[src/rtl/tile_reader.sv]
// Scratchpad-to-lane broadcast transmitter: walks an inclusive word-address range,
// reads the scratchpad and holds each word on the lane bus until every enabled lane can take it.
module tile_reader #(
    parameter int SPAD_DATA_WIDTH = 64,
    parameter int DATA_WIDTH      = 8,
    parameter int ADDR_WIDTH      = 8,
    parameter int SPAD_N          = SPAD_DATA_WIDTH / DATA_WIDTH,
    parameter int N_LANES         = 4
) (
    input  logic                       i_clk,
    input  logic                       i_nrst,
    input  logic                       i_reg_clear,
    input  logic                       i_start,
    input  logic [ADDR_WIDTH-1:0]      i_start_addr,
    input  logic [ADDR_WIDTH-1:0]      i_end_addr,
    input  logic [N_LANES-1:0]         i_lane_en,
    input  logic [N_LANES-1:0]         i_lane_full,
    input  logic [N_LANES-1:0]         i_lane_route_done,
    output logic                       o_spad_read_en,
    output logic [ADDR_WIDTH-1:0]      o_spad_addr,
    input  logic [SPAD_DATA_WIDTH-1:0] i_spad_data,
    output logic [SPAD_DATA_WIDTH-1:0] o_data,
    output logic [ADDR_WIDTH-1:0]      o_addr,
    output logic                       o_data_valid,
    output logic                       o_busy,
    output logic                       o_done,
    output logic [ADDR_WIDTH-1:0]      o_word_count
);

    typedef enum logic [2:0] {
        ST_IDLE    = 3'd0,
        ST_FETCH   = 3'd1,
        ST_CAPTURE = 3'd2,
        ST_SEND    = 3'd3,
        ST_DONE    = 3'd4
    } state_t;

    state_t                       state_q, state_d;
    logic [ADDR_WIDTH-1:0]        ptr_q, ptr_d;
    logic [ADDR_WIDTH-1:0]        end_q, end_d;
    logic [N_LANES-1:0]           mask_q, mask_d;
    logic [SPAD_DATA_WIDTH-1:0]   data_q, data_d;
    logic [ADDR_WIDTH-1:0]        addr_q, addr_d;
    logic [ADDR_WIDTH-1:0]        count_q, count_d;
    logic                         accept_s;
    logic                         all_done_s;
    logic                         rd_en_s;
    logic [ADDR_WIDTH-1:0]        rd_addr_s;

    // Next-state, datapath updates and the scratchpad read strobe.
    always_comb begin
        state_d    = state_q;
        ptr_d      = ptr_q;
        end_d      = end_q;
        mask_d     = mask_q;
        data_d     = data_q;
        addr_d     = addr_q;
        count_d    = count_q;
        rd_en_s    = 1'b0;
        rd_addr_s  = '0;
        accept_s   = (state_q == ST_SEND) && !(|(i_lane_full & mask_q));
        all_done_s = &(i_lane_route_done | ~mask_q);

        if (i_reg_clear) begin
            state_d = ST_IDLE;
            ptr_d   = '0;
            end_d   = '0;
            mask_d  = '0;
            data_d  = '0;
            addr_d  = '0;
            count_d = '0;
        end else begin
            case (state_q)
                ST_IDLE, ST_DONE: begin
                    if (i_start) begin
                        ptr_d   = i_start_addr;
                        end_d   = i_end_addr;
                        mask_d  = i_lane_en;
                        count_d = '0;
                        if (i_start_addr > i_end_addr) begin
                            state_d = ST_DONE;
                        end else begin
                            state_d = ST_FETCH;
                        end
                    end else begin
                        state_d = state_q;
                    end
                end
                ST_FETCH: begin
                    if (all_done_s) begin
                        state_d = ST_DONE;
                    end else begin
                        rd_en_s   = 1'b1;
                        rd_addr_s = ptr_q;
                        state_d   = ST_CAPTURE;
                    end
                end
                ST_CAPTURE: begin
                    data_d  = i_spad_data;
                    addr_d  = ptr_q;
                    state_d = ST_SEND;
                end
                ST_SEND: begin
                    // The end compare precedes the increment, so ptr never wraps.
                    if (accept_s) begin
                        count_d = count_q + {{(ADDR_WIDTH-1){1'b0}}, 1'b1};
                        if (addr_q == end_q) begin
                            state_d = ST_DONE;
                        end else begin
                            ptr_d = ptr_q + {{(ADDR_WIDTH-1){1'b0}}, 1'b1};
                            if (all_done_s) begin
                                state_d = ST_DONE;
                            end else begin
                                rd_en_s   = 1'b1;
                                rd_addr_s = ptr_q + {{(ADDR_WIDTH-1){1'b0}}, 1'b1};
                                state_d   = ST_CAPTURE;
                            end
                        end
                    end else begin
                        state_d = ST_SEND;
                    end
                end
                default: begin
                    state_d = ST_IDLE;
                end
            endcase
        end
    end

    // State and datapath registers.
    always_ff @(posedge i_clk or negedge i_nrst) begin
        if (!i_nrst) begin
            state_q <= ST_IDLE;
            ptr_q   <= '0;
            end_q   <= '0;
            mask_q  <= '0;
            data_q  <= '0;
            addr_q  <= '0;
            count_q <= '0;
        end else begin
            state_q <= state_d;
            ptr_q   <= ptr_d;
            end_q   <= end_d;
            mask_q  <= mask_d;
            data_q  <= data_d;
            addr_q  <= addr_d;
            count_q <= count_d;
        end
    end

    assign o_spad_read_en = rd_en_s;
    assign o_spad_addr    = rd_addr_s;
    assign o_data         = data_q;
    assign o_addr         = addr_q;
    assign o_data_valid   = (state_q == ST_SEND);
    assign o_busy         = (state_q == ST_FETCH) || (state_q == ST_CAPTURE) || (state_q == ST_SEND);
    assign o_done         = (state_q == ST_DONE);
    assign o_word_count   = count_q;

endmodule

[config.mk]
export PLATFORM = sky130hd
export DESIGN_NAME = tile_reader
export DESIGN_NICKNAME = d
export VERILOG_FILES = /design/src/rtl/tile_reader.sv
export SDC_FILE = /design/constraint.sdc
export NUM_CORES = 1
export LEC_CHECK = 0
export ABC_CLOCK_PERIOD_IN_PS = 4050
export CORE_MARGIN = 1
export CORE_UTILIZATION = 40
export CTS_CLUSTER_SIZE = 16
export DETAILED_ROUTE_END_ITERATION = 16
export PLACE_DENSITY = 0.74
export SKIP_LAST_GASP = 1
export SLEW_MARGIN = 40
export SYNTH_ARGS = -nofsm -noshare
export SYNTH_HDL_FRONTEND = slang
export SYNTH_SLANG_ARGS = --single-unit
[constraint.sdc]
create_clock -name i_clk -period 4.05 [get_ports i_clk]
set_clock_uncertainty 0.1 [all_clocks]
set_input_delay 1.0125 -clock i_clk [delete_from_list [all_inputs] [get_ports i_clk]]
set_output_delay 1.0125 -clock i_clk [all_outputs]
set_load 0.02 [all_outputs]
==> run_results.csv <==
group,metric,value,unit
sta,setup_violations,0,
yosys,synthCells,420,
sta,max-slew-margin-rel,49.1,%
clock_network,cts_buffers,9,
finish,layout_common_cells,"clkdlybuf4s50_1, dfrtp_1, a22o_1",
finish,syn2layout_area_growth,50.1,%
global_routing,antenna_found_initial,0,
sta,fin_tns_setup,0,ns
yosys,synth-edff-count,0,
sta,grt_setup_unrepaired,"false",
route,wl_per_cell,18.0,um
setup_path,crit_path_end,"o_spad_addr[7]",
sta,worst_pin_slew,0.763,ns
finish,num-fill-cells,931,
global_routing,track_usage,22.8,%
yosys,synth_nets,526,
yosys,ys_warn_count,0,
global_routing,grt_pass1_wl,22400,um
floorplanning,coreArea,0.0115,mm2
placed_design,portBuffers,187,
pwr,p_per_area,337,mW/mm2
setup_path,r2r_cells,5,
clock_network,max-clock-path-buffers,2,
setup_path,crit_path_cell_trace,"clkdlybuf4s50_1 -> nor2b_1 -> nor4_2 -> buf_4 -> a211oi_2 -> buf_4 -> a22oi_1 -> nor2_1 -> clkdlybuf4s15_1",
sta,period_minus_slack,3.98,ns
floorplanning,ioPinCount,188,
clock_network,cts.sink_count,103,
yosys,ys_ff_latch,103,
floorplanning,die_area,0.0123,mm2
clock_network,clock_latency,0.33,ns
setup_path,crit_type,"input pin to primary output",
sta,final-max-slew-violation-count,0,
global_routing,grt_max_degree,73,
clock_network,post_cts_buffers,0,
setup_path,rrSetupSlack,1.71,ns
finish,drive_gt1_share,8.22,%
setup_path,path_max_fanout,10,
flow_run,drv_cap,0,
setup_path,r2r_start,"o_addr[3]",
floorplanning,fp.dieW,111,um
finish,insertedDiodeCount,0,
worst_hold_path,hold_class,"flip-flop to flip-flop",
setup_path,end_kind,"primary output",
global_routing,grt_pass1_vias,4175,
clock_network,clk_pin_slew_worst_paths,0.07,ns
setup_path,cp.arrival,2.86,ns
pwr,p_leak,3.20,nW
pwr,ir_worst_vdd,0.235,mV
route,drc,0,
clock_network,cts_tree,"yes",
finish,layout.nets,709,
clock_network,root_buffer,"clkbuf_16",
sta,timing.fmax,251,MHz
setup_path,start_kind,"input pin",
route,ant_nets,0,
sta,min_period_over_period,98.2,%
route,wl,13500,um
route,via_per_inst,5.43,
setup_path,cp.depth,9,
placed_design,dp.final_hpwl,9810,um
floorplanning,rows,39,
floorplanning,die_h,111,um
setup_path,crit_family,"buffers and inverters",
setup_path,cpMostUsedCell,"buf_4",
route,drtIter0Drc,220,
yosys,avgSynthCellArea,11.3,um2
yosys,netlist_area,0.00473,mm2
route,vias,4078,
setup_path,critPathMaxStageDelay,0.46,ns
clock_network,ctsHoldBuffers,0,
yosys,synth.distinct_cells,44,
run_status,status,"completed",
floorplanning,initial_core_util,41.2,%
placed_design,gp_congestion,0.814,
route,first_pass_iters,5,
finish,final_core_util,61.9,%
sta,finalHoldViolCount,0,
yosys,yosysSeqAreaShare,54.5,%
global_routing,gr-total-overflow,0,
finish,layout_commonest_cell,"clkdlybuf4s50_1",
setup_path,critPathSlowestCell,"clkdlybuf4s50_1",
setup_path,critPathLaunch,"i_lane_route_done[0]",
yosys,async_flop_share,100,%
setup_path,cp.required,2.94,ns
clock_network,htreeDepth,3,
setup_path,worstPathBufferInverterCount,4,
setup_path,r2r_end,"ptr_q[5]",
yosys,synthFlopType,"dfrtp_1",
==> cell usage after synthesis (2+ instances only) <==
cell type	instances	share of area, %
a2111oi_0	2	0.37
a211oi_1	6	0.95
a21o_1	4	0.64
a21oi_1	12	1.3
a22o_1	73	14
a22oi_1	4	0.64
a31oi_1	2	0.26
and2_1	3	0.40
and3_1	4	0.53
buf_2	3	0.32
buf_6	2	0.48
clkbuf_1	23	1.8
dfrtp_1	103	55
ha_1	10	2.6
inv_1	11	0.87
mux2_4	7	2.2
mux2i_1	3	0.64
nand2_1	35	2.8
nand3_1	10	1.1
nand3b_1	5	0.79
nand4_1	3	0.40
nor2_1	34	2.7
nor2b_1	8	1.1
nor3_1	4	0.42
nor4_1	3	0.40
nor4_2	2	0.53
o21ai_0	7	0.74
o31ai_1	7	1.1
xnor2_1	4	0.74
xor2_1	12	2.2
==> worst min-delay path by stage <==
stage,endpoint,start,slack [ns],cells after the start
floorplan,mask_q[3],mask_q[3],0.35,2
global placement,end_q[7],end_q[7],0.38,2
detailed placement,end_q[7],end_q[7],0.39,2
CTS,end_q[7],end_q[7],0.40,2
global route,o_data[39],o_data[39],0.42,1
finish,end_q[7],end_q[7],0.40,2
==> per-layer routing <==
metal / track usage [%] / vias to the layer above / routed length [um]
li1: - / 1907 / -
met1: 30.9 / 2014 / 6040
met2: 38.1 / 151 / 6660
met3: 5.03 / 6 / 712
met4: 3.82 / 0 / 95
met5: 0 / - / 0
==> stage by stage <==
step | worst slack [ns] | area [um2] | std cells | hold WS [ns] | power [mW]
floorplan | 0.482 | 4730 | 420 | 0.354 | 1.26
global placement | -0.204 | 6770 | 735 | 0.379 | 1.45
detailed placement | -0.240 | 6770 | 735 | 0.386 | 1.46
CTS | -0.189 | 7100 | 751 | 0.401 | 2.41
global route | 0.00340 | 7100 | 751 | 0.419 | 2.49
finish | 0.0737 | 7100 | 751 | 0.397 | 2.39
==> tightest hold or removal path, cell delays in order (launching register included) <==
cell     delay, ns
dfrtp_1       0.35
nand2_1       0.05
o31ai_1       0.06
==> power by group <==
part | total, mW | switching [mW] | internal (mW) | leakage, nW
Sequential | 1.10 | 0.0369 | 1.06 | 1.42
Clock | 0.948 | 0.372 | 0.576 | 0.166
Combinational | 0.344 | 0.163 | 0.182 | 1.62
==> cells by family after synthesis <==
kind of cell             share of synthesized area [%]
flip-flops                                        54.5
AO/OA/AOI/OAI                                     21.4
XOR/XNOR                                          2.96
buffers and inverters                             3.49
multiplexers                                      2.86
AND/OR/NAND/NOR                                   12.1
adder cells (fa/ha/maj)                           2.65
==> cell type report <==
| type | instances | area (um2) | area share (%) |
|---|---|---|---|
| Clock buffer | 11 | 253 | 3.56 |
| Clock inverter | 5 | 78.8 | 1.11 |
| Sequential cell | 103 | 2580 | 36.3 |
| Tap cell | 143 | 179 | 2.52 |
| Multi-Input combinational cell | 278 | 2000 | 28.2 |
| Timing Repair Buffer | 200 | 1960 | 27.7 |
| Inverter | 11 | 41.3 | 0.582 |
==> registers in the layout (all words and copies together) (netlist names) <==
name	cells
o_data	64
o_word_count	8
state_q	3
ptr_q	8
mask_q	4
o_addr	8
end_q	8
==> timing repair <==
action,CTS,global route
endpoints found under the hold margin,0,0
setup endpoints to repair,9,8
gates cloned,0,0
pin swaps,0,1
resized for setup,9,10
(Power assumes the default switching activity.)
